### src/rtl/sv_serial_pkg.sv
// Shared types and helpers for the state-vector serializer: FSM state, index
// width calculation, and real/imag splitting of packed complex amplitudes.
package sv_serial_pkg;

    typedef enum logic {
        IDLE   = 1'b0,
        STREAM = 1'b1
    } sv_state_e;

    // Index width for a frame of n amplitudes; never narrower than one bit.
    function automatic int idx_width(input int n);
        return (n < 2) ? 1 : $clog2(n);
    endfunction

    // Real half (upper bits) of a w-bit packed amplitude, sign-extended to 32 bits.
    function automatic logic signed [31:0] amp_re(input logic [63:0] amp, input int w);
        logic signed [31:0] r;
        int half;
        half = w / 2;
        r    = '0;
        for (int b = 0; b < 32; b++) begin
            r[b] = (b < half) ? amp[half + b] : amp[w - 1];
        end
        return r;
    endfunction

    // Imaginary half (lower bits) of a w-bit packed amplitude, sign-extended to 32 bits.
    function automatic logic signed [31:0] amp_im(input logic [63:0] amp, input int w);
        logic signed [31:0] r;
        int half;
        half = w / 2;
        r    = '0;
        for (int b = 0; b < 32; b++) begin
            r[b] = (b < half) ? amp[b] : amp[half - 1];
        end
        return r;
    endfunction

endpackage

### src/rtl/sv_frame_buffer.sv
// Frame-wide amplitude register array: whole-frame parallel write, single
// indexed read port used as the serial output mux.
module sv_frame_buffer
    import sv_serial_pkg::*;
#(
    parameter int sample_size    = 4,
    parameter int complexnum_bit = 24,
    parameter int IDX_W          = idx_width(sample_size)
) (
    input  logic                              i_clk,
    input  logic                              i_rst_n,
    input  logic                              i_we,
    input  logic signed [complexnum_bit-1:0]  i_wdata [0:sample_size-1],
    input  logic        [IDX_W-1:0]           i_raddr,
    output logic signed [complexnum_bit-1:0]  o_rdata
);

    logic signed [complexnum_bit-1:0] r_mem [0:sample_size-1];

    always_ff @(posedge i_clk or negedge i_rst_n) begin
        if (!i_rst_n) begin
            for (int i = 0; i < sample_size; i++) begin
                r_mem[i] <= '0;
            end
        end else if (i_we) begin
            r_mem <= i_wdata;
        end
    end

    assign o_rdata = r_mem[i_raddr];

endmodule

### src/rtl/state_vector_serializer.sv
// Streams a parallel frame of complex amplitudes out one beat at a time with
// basis-state index and last flag; supports zero-bubble back-to-back frames.
module state_vector_serializer
    import sv_serial_pkg::*;
#(
    parameter int sample_size    = 4,
    parameter int complexnum_bit = 24
) (
    input  logic                                         clk,
    input  logic                                         rst,
    input  logic                                         load_valid,
    output logic                                         load_ready,
    input  logic signed [complexnum_bit-1:0]             in [0:sample_size-1],
    input  logic                                         abort,
    output logic signed [complexnum_bit-1:0]             out_data,
    output logic        [idx_width(sample_size)-1:0]     out_index,
    output logic                                         out_valid,
    input  logic                                         out_ready,
    output logic                                         out_last,
    output logic                                         busy
);

    localparam int               IDX_W    = idx_width(sample_size);
    localparam logic [IDX_W-1:0] LAST_IDX = IDX_W'(sample_size - 1);

    sv_state_e                        r_state;
    sv_state_e                        w_state_nxt;
    logic        [IDX_W-1:0]          r_index;
    logic        [IDX_W-1:0]          w_index_nxt;
    logic                             w_is_last;
    logic                             w_load_fire;
    logic                             w_out_fire;
    logic signed [complexnum_bit-1:0] w_buf_data;

    assign w_is_last   = (r_index == LAST_IDX);
    assign w_load_fire = load_valid && load_ready;
    assign w_out_fire  = out_valid && out_ready;

    sv_frame_buffer #(
        .sample_size    (sample_size),
        .complexnum_bit (complexnum_bit),
        .IDX_W          (IDX_W)
    ) u_frame_buffer (
        .i_clk   (clk),
        .i_rst_n (rst),
        .i_we    (w_load_fire && !abort),
        .i_wdata (in),
        .i_raddr (r_index),
        .o_rdata (w_buf_data)
    );

    always_ff @(posedge clk or negedge rst) begin
        if (!rst) begin
            r_state <= IDLE;
            r_index <= '0;
        end else begin
            r_state <= w_state_nxt;
            r_index <= w_index_nxt;
        end
    end

    // Abort outranks load, load outranks the plain last-beat return to IDLE.
    always_comb begin
        w_state_nxt = r_state;
        w_index_nxt = r_index;
        if (abort) begin
            w_state_nxt = IDLE;
            w_index_nxt = '0;
        end else if (w_load_fire) begin
            w_state_nxt = STREAM;
            w_index_nxt = '0;
        end else if (w_out_fire) begin
            if (w_is_last) begin
                w_state_nxt = IDLE;
                w_index_nxt = '0;
            end else begin
                w_index_nxt = r_index + 1'b1;
            end
        end
    end

    always_comb begin
        out_valid  = (r_state == STREAM);
        busy       = (r_state == STREAM);
        out_index  = r_index;
        out_last   = (r_state == STREAM) && w_is_last;
        out_data   = (r_state == STREAM) ? w_buf_data : '0;
        load_ready = !abort &&
                     ((r_state == IDLE) || ((r_state == STREAM) && out_ready && w_is_last));
    end

endmodule

### config.mk
export PLATFORM = sky130hd
export DESIGN_NAME = state_vector_serializer
export DESIGN_NICKNAME = d
export VERILOG_FILES = /design/src/rtl/sv_serial_pkg.sv /design/src/rtl/sv_frame_buffer.sv /design/src/rtl/state_vector_serializer.sv
export SDC_FILE = /design/constraint.sdc
export NUM_CORES = 1
export LEC_CHECK = 0
export CELL_PAD_IN_SITES_DETAIL_PLACEMENT = 1
export CELL_PAD_IN_SITES_GLOBAL_PLACEMENT = 1
export CORE_UTILIZATION = 34
export DETAILED_ROUTE_END_ITERATION = 8
export GPL_TIMING_DRIVEN = 0
export PLACE_DENSITY_LB_ADDON = 0.1
export RECOVER_POWER = 100
export SETUP_SLACK_MARGIN = 0.3
export SLEW_MARGIN = 40
export SYNTH_ARGS = -nofsm -noshare
export SYNTH_HDL_FRONTEND = slang
export SYNTH_SLANG_ARGS = --single-unit
### constraint.sdc
create_clock -name clk -period 1.85 [get_ports clk]
set_clock_uncertainty 0.15 [all_clocks]
set_input_delay 0.37 -clock clk [delete_from_list [all_inputs] [get_ports clk]]
set_output_delay 0.37 -clock clk [all_outputs]
set_load 0.03 [all_outputs]
==> Word level (Yosys, flattened, before mapping) <==
Cells that the tools add are included.
{ "word_totals": {"reg_bits": 99, "output_inout_bits": 30, "input_bits": 101} }
{ "classes": {"n_bitwise": 2, "n_eq_ne": 1, "addsub": 1, "n_mux": 12, "n_reduce_logical": 11, "magnitude_cmp": 1} }
{ "ops": {"columns": ["cell", "n"], "rows": [
  ["two-way mux 24 bit", 3],
  ["binary-select mux 24 bit (select 2 bit)", 1],
  ["two-way mux 2 bit", 4],
  ["logical AND 1 bit", 6],
  ["nonzero test 3 bit", 2],
  ["two-way mux 1 bit", 4],
  ["greater-or-equal comparator 3 bit, second input constant", 1],
  ["inverter 2 -> 3 bit", 1],
  ["adder 2 x 1 -> 2 bit, second input constant", 1],
  ["equality test 2 bit, second input constant", 1],
  ["AND reduction 2 bit", 1],
  ["logical NOT 1 bit", 1],
  ["logical OR 1 bit", 1],
  ["inverter 1 bit", 1]
]} }

==> Logic depth before layout (Yosys ltp) <==
Gate-level depths: netlist of run 1.
{ "logic_depth": {"ltp_word": 7, "mapped_depth": 6} }

==> Hierarchy <==
A second synthesis of run 1 with hierarchy kept.
{ "unflattened": {"hier_cells": 279, "hier_area_um2": 4555.6} }
{ "modules_own_cells": {"columns": ["mod", "seq_area_each_um2", "area_per_inst_um2", "instances", "cells_each"], "rows": [
  ["sv_frame_buffer", 2402.3, 4190.3, 1, 233],
  ["state_vector_serializer", 75.1, 365.4, 1, 46]
]} }

==> Least setup slack after synthesis of run 1 <==
No wires, ideal clock.
{ "synth_path": {"kind": "reg-to-output", "startpoint": "register r_index[1], in the netlist out_index[1]", "endpoint": "output port out_data[10]", "slack_ns": -0.239, "arrival_ns": 1.569, "t_required_ns": 1.330, "n_path_buf": 2, "path_stages_with_launch": 5, "path_cell_list": "dfrtp_1 -> nand2b_1 -> clkbuf_1 -> clkbuf_1 -> o22ai_1"} }
{ "synth_between": {"elab_chain_len": 5} }
{ "synth_lines": {"columns": ["item", "line", "rtl"], "rows": [
  ["from (decl)", "state_vector_serializer.sv:28", "logic [IDX_W-1:0] r_index;"],
  ["from (signal assigned)", "state_vector_serializer.sv:58", "r_index <= w_index_nxt;"],
  ["inverter 2 -> 3 bit (implied by the code)", "sv_frame_buffer.sv:30", "assign o_rdata = r_mem[i_raddr];"],
  ["binary-select mux 24 bit (select 2 bit)", "sv_frame_buffer.sv:30", null],
  ["two-way mux 24 bit (implied by the code) (2 in series)", "sv_frame_buffer.sv:30", null],
  ["two-way mux 24 bit", "state_vector_serializer.sv:87", "out_data = (r_state == STREAM) ? w_buf_data : '0;"],
  ["to (decl)", "state_vector_serializer.sv:15", "output logic signed [complexnum_bit-1:0] out_data,"]
]} }
No other way between the ends. The select of a mux whose other input is x is not followed.

==> Worst setup path after layout of run 1 <==
{ "layout_path": {"startpoint": "register r_index[0], in the netlist out_index[0]", "endpoint": "output port out_data[20]"} }
Same word-level chain as after synthesis.

==> results of run 1 <==
## placed cells by master, fill, tap and decap left out, types with 2 or more instances in the layout
master / count
clkdlybuf4s50_1: 99
dfrtp_1: 96
mux2_2: 56
mux2i_4: 37
mux2_1: 35
buf_6: 33
clkbuf_16: 22
o22ai_4: 21
buf_4: 13
buf_12: 10
mux2i_2: 7
buf_16: 5
mux2i_1: 5
mux2_4: 5
bufinv_16: 4
o22ai_2: 3
nor2_1: 3
dfrtp_2: 3
buf_8: 2
clkbuf_8: 2
## layout make-up
| class | count | area, µm² | area share (%) |
|---|---|---|---|
| multi-input combinational | 185 | 2680 | 33.7 |
| sequential | 99 | 2480 | 31.2 |
| timing repair buffer | 156 | 1720 | 21.6 |
| buffer | 22 | 487 | 6.12 |
| clock buffer | 12 | 256 | 3.22 |
| tap | 172 | 215 | 2.71 |
| clock inverter | 4 | 120 | 1.51 |
## cells by family (layout without fill, tap and decap cells)
group | Yosys count | in the layout
mux | 145 | 145
flops | 99 | 99
compound gates | 26 | 26
buf+inv | 22 | 194
simple gates | 13 | 13
fa+ha+maj | 1 | 1
## metrics by stage
stage	total power, µW	hold WS [ns]	setup WS (ns)
final	7290	0.358	-0.341
after global routing	7590	0.379	-0.403
after CTS	7240	0.362	-0.355
after detailed placement	4400	0.153	-0.636
after global placement	4330	0.317	-4.03
after floorplan	3800	-0.0756	-0.0201
## power by group through the flow
stage	logic, µW	clock network, µW	registers [µW]
after CTS	1900	2410	2930
after detailed placement	1560	0	2840
after floorplan	1030	0	2770
final	1970	2350	2970
after global placement	1520	0	2810
after global routing	2090	2470	3020
## metal layers
layer  track usage (%)  part of all wire (%)  vias to the layer above
met3              6.07                   5.3                       10
met1              26.7                    41                     1642
met2              36.1                    53                       83
li1                  -                     -                     1463
met4              6.67                   1.2                        0
met5                 0                     0                        -
## flip-flops by register name, indices dropped and copies added, names as in the netlist
signal and flops:
out_index 2, u_frame_buffer.r_mem 96, busy 1
## worst paths after layout
check,end,startpoint,slack (ns)
max in group asynchronous,u_frame_buffer.r_mem[85],rst,0.20
min reg2reg,u_frame_buffer.r_mem[24],u_frame_buffer.r_mem[24],0.36
max,out_data[20],out_index[0],-0.34
min in group asynchronous,u_frame_buffer.r_mem[1],rst,0.46
max reg2reg,u_frame_buffer.r_mem[93],out_index[0],-0.34
min,u_frame_buffer.r_mem[24],u_frame_buffer.r_mem[24],0.36
## what timing repair did
item,in CTS,in global routing
pin swaps,7,14
setup endpoints to repair,126,128
cloned,5,6
hold endpoints to repair,48,0
gates resized for setup,323,19
buffers inserted,12,1
hold buffers,1,0
==> impl_metrics.toml, run 1 <==
[clocking]
cts_buffer_depth = 2
cts.htree.levels = 3
cts-buffers-inserted = 9
cts-root-buf = "clkbuf_16"
clk_latency_ns = 0.35
path_clk_slew_ns = 0.07
cts_tree = "yes"
cts.sinks = 99

[logic_synthesis]
yosysTopAreaCell = "dfrtp_1"
synth_compound_area_share_pct = 3.75
netlist_area_um2 = 4440
synthMuxAreaShare_pct = 35.4
ys_seq_area_share_pct = 55.8
avgSynthCellArea_um2 = 14.5
synth_top_cells_by_count = "dfrtp_1, mux2_2, mux2i_1"
synth-adder-area-share_pct = 0.282
yosys.area_share.simple_pct = 1.77
async_reset_ff_share_pct = 100
synth_top_family_by_area = "multiplexers"
synthXorXnorAreaFrac_pct = 0
syn-instance-count = 306
syn-num-nets = 408
yosys.cell_types.count = 21
synth_seq_cells = 99
synth_most_common_cell = "dfrtp_1"
synth_top_flop_cell = "dfrtp_1"
synth-edff-count = 0
synth.area.top_cells = "dfrtp_1, mux2_2, mux2i_1"
yosysTopAreaCellShare_pct = 55.8
yosys_warnings = 0

[power_and_ir_drop]
switchingPower_uw = 1980
powerDensity_nw_per_um2 = 917
p_sw_share_pct = 27.1
leakage_uw = 0.00306
irDropWorstVdd_v = 0.000622
combPwrFrac_pct = 27.0
p_clk_share_pct = 32.2
seq_power_share_pct = 40.7
p_int_uw = 5310

[critical_path]
cp.buffers_inverters = 3
path_depth = 5
worst_setup_path_end_kind = "output port"
r2r_cells = 8
path_cells = "clkbuf_16 > buf_16 > mux2i_4 > o22ai_4 > buf_6"
cp.arrival_ns = 1.67
critPathMaxFanout = 5
cp.required_ns = 1.33
cp-start-kind = "flop"
crit_path_top_delay_cell = "dfrtp_2"
critical-path-top-delay-family = "buffers and inverters"
crit_type = "reg2out"
cpPeakStageDelay_ns = 0.44

[route]
routed_wl_um = 14200
drcViolationCount = 0
via_count = 3198
vias_per_cell = 4.92
drt_iter0_drc = 86
firstDrtPassIters = 4
ant_nets = 0
post_drt_wl_per_cell_um = 21.8

[cells_and_area]
fin_nets = 575
area_growth_pct = 79.0
drive_above_1_share_pct = 48.3
stdcell_area_um2 = 7960
final_cell_count_no_fill = 650
fin_util_pct = 62.8
diodes = 0
fill_cells = 1144

[sta]
slew_headroom_pct = 54.8
worst_pin_slew_ns = 0.677
report.final.slew_viol_count = 0
timing.final.ws_setup_ns = -0.341
finalSetupTns_ns = -26.11
setup_violations = 122
rsz0062_at_grt = "true"
final_hold_viol_count = 0
max_freq_mhz = 456
min_period_over_period_pct = 118
fin_crit_ns = 2.19

[floorplanning]
die_x_um = 116
die_y_um = 116
start_util_pct = 35.1
core_um2 = 12700
io_pins = 131
num_rows = 41
fp.dieArea_um2 = 13500

[placed_design]
placed_cell_area_um2 = 6480
dpl.cell_count = 609
gp_congestion = 0.704
numPortBuffers = 130
dp_hpwl_um = 8540

[worst_hold_path]
hold_path_class = "reg2reg"
hold_depth = 1

[global_routing]
track_usage_pct = 21.5
grt_first_pass_wirelength_um = 20700
grt_max_degree = 52
grt_pass1_vias = 3550
grt-ovfl-total = 0
antenna_found_initial = 0

[run]
maxCapViolCount = 0

[status]
outcome = "complete, but fails checks"
violations = "negative setup slack"
Power figures use the tool's default switching activity.
==> run 2, diff against run 1 <==
Settings changed: GPL_TIMING_DRIVEN 0 to default.
==> run 2 against run 1 <==
The run still ends with negative setup slack left. Sequential share of layout area rose by 1.4 points. Flip-flop and latch count did not move. Clock-buffer cell count fell by 1. Fmax fell by 0.86%. Core utilization fell by 2.6 points. Sequential power fell by 2%. Register-to-register slack barely moved. Combinational power barely moved. Largest power group unchanged.
==> impl_metrics.toml, run 2 (synthesized netlist as in run 1, its figures left out) <==
[critical_path]
cp.arrival_ns = 1.69
cp.required_ns = 1.33
worst_setup_path_end_kind = "output port"
crit_type = "reg2out"
crit_path_top_delay_cell = "dfrtp_4"
cpPeakStageDelay_ns = 0.48
cp-start-kind = "flop"
critical-path-top-delay-family = "buffers and inverters"
critPathMaxFanout = 13
cp.buffers_inverters = 3
path_cells = "buf_12 > mux2i_2 > buf_4 > o22ai_4 > buf_6"

[sta]
report.final.slew_viol_count = 0
timing.final.ws_setup_ns = -0.360
max_freq_mhz = 452
fin_crit_ns = 2.21
slew_headroom_pct = 60.8
worst_pin_slew_ns = 0.588
setup_violations = 123
min_period_over_period_pct = 119
rsz0062_at_grt = "true"
final_hold_viol_count = 0

[cells_and_area]
diodes = 0
final_cell_mix = "clkdlybuf4s50_1, dfrtp_1, mux2_4, mux2i_2"
drive_above_1_share_pct = 53.1
fill_cells = 1197
final_cell_count_no_fill = 647
fin_nets = 572
mostFrequentLayoutCell = "clkdlybuf4s50_1"
largest_register_ff_count = 96
area_growth_pct = 71.8
multi_input_area_um2 = 2720
top_register = "u_frame_buffer.r_mem"
ff_latch_area_um2 = 2480
stdcell_area_um2 = 7630

[route]
drt_iter0_drc = 87
firstDrtPassIters = 3
routed_wl_um = 12300
drcViolationCount = 0
vias_per_cell = 4.87
post_drt_wl_per_cell_um = 18.9
via_count = 3149
ant_nets = 0

[status]
violations = "negative setup slack"
outcome = "complete, but fails checks"

[global_routing]
antenna_found_initial = 0
grt-ovfl-total = 0
grt_max_degree = 43
grt_first_pass_wirelength_um = 17900
grt_pass1_vias = 3449
track_usage_pct = 18.1

[power_and_ir_drop]
leakage_uw = 0.00312
irDropWorstVdd_v = 0.000555
powerDensity_nw_per_um2 = 865

[clocking]
clk_latency_ns = 0.35
cts_tree = "yes"
cts-root-buf = "clkbuf_16"
cts.htree.levels = 3
cts_buffer_depth = 2
path_clk_slew_ns = 0.07
cts-buffers-inserted = 9
cts.sinks = 99

[placed_design]
numPortBuffers = 130
gp_congestion = 0.699
dp_hpwl_um = 7980
placed_cell_area_um2 = 6500
dpl.cell_count = 614

[floorplanning]
start_util_pct = 35.1
io_pins = 131
num_rows = 41
fp.dieArea_um2 = 13500
die_x_um = 116
core_um2 = 12700
die_y_um = 116

[run]
maxCapViolCount = 0

[worst_hold_path]
hold_path_class = "reg2reg"
## run 2: path summary, 6_finish.rpt
path	startpoint	endpoint	slack, ns	cells after the start
max	out_index[0]	out_data[13]	-0.36	5
min in group asynchronous	rst	u_frame_buffer.r_mem[74]	0.41	2
max reg2reg	out_index[0]	u_frame_buffer.r_mem[2]	-0.35	9
min reg2reg	u_frame_buffer.r_mem[85]	u_frame_buffer.r_mem[85]	0.34	1
max in group asynchronous	rst	u_frame_buffer.r_mem[25]	0.20	3
min	u_frame_buffer.r_mem[85]	u_frame_buffer.r_mem[85]	0.34	1
## run 2: power by group
| group | leakage [µW] | switching [µW] | internal, µW |
|---|---|---|---|
| Combinational | 0.00183 | 731 | 1250 |
| Sequential | 0.00117 | 323 | 2580 |
| Clock | 0.000125 | 812 | 906 |
## run 2: cell type report
cell class                 instances  area share (%)
clock buffer                      11            3.05
clock inverter                     5           0.394
multi-input combinational        185            35.6
sequential                        99            32.5
tap                              172            2.82
timing repair buffer             175            25.6
## run 2: metrics by stage
| stage | power (µW) | hold WS (ns) | TNS (ns) | util, % | setup slack, ns |
|---|---|---|---|---|---|
| 2_1_floorplan | 3800 | -0.0756 | -0.803 | - | -0.0201 |
| 3_3_place_gp | 4330 | 0.137 | -30.57 | 51.3 | -0.352 |
| 3_5_place_dp | 4390 | 0.148 | -33.15 | 51.3 | -0.389 |
| 4_1_cts | 6310 | 0.322 | -36.58 | 55.4 | -0.359 |
| 5_1_grt | 6930 | 0.373 | -46.12 | 60.2 | -0.431 |
| 6_report | 6600 | 0.344 | -36.21 | 60.2 | -0.360 |
## run 2: metal layers
| metal | wire [µm] | vias up | global-route usage, % |
|---|---|---|---|
| met5 | 0 | - | 0 |
| met2 | 6020 | 84 | 30.9 |
| met1 | 5140 | 1603 | 21.0 |
| met3 | 872 | 13 | 7.32 |
| li1 | - | 1449 | - |
| met4 | 225 | 0 | 4.87 |
## run 2: repair_timing
item                       4_1_cts  5_1_grt
pin swaps                        2        4
hold buffers                     1        0
resized for setup               67      107
buffers inserted                 5        4
hold endpoints to repair        19        0
setup endpoints to repair      127      128
gates cloned                     1        6
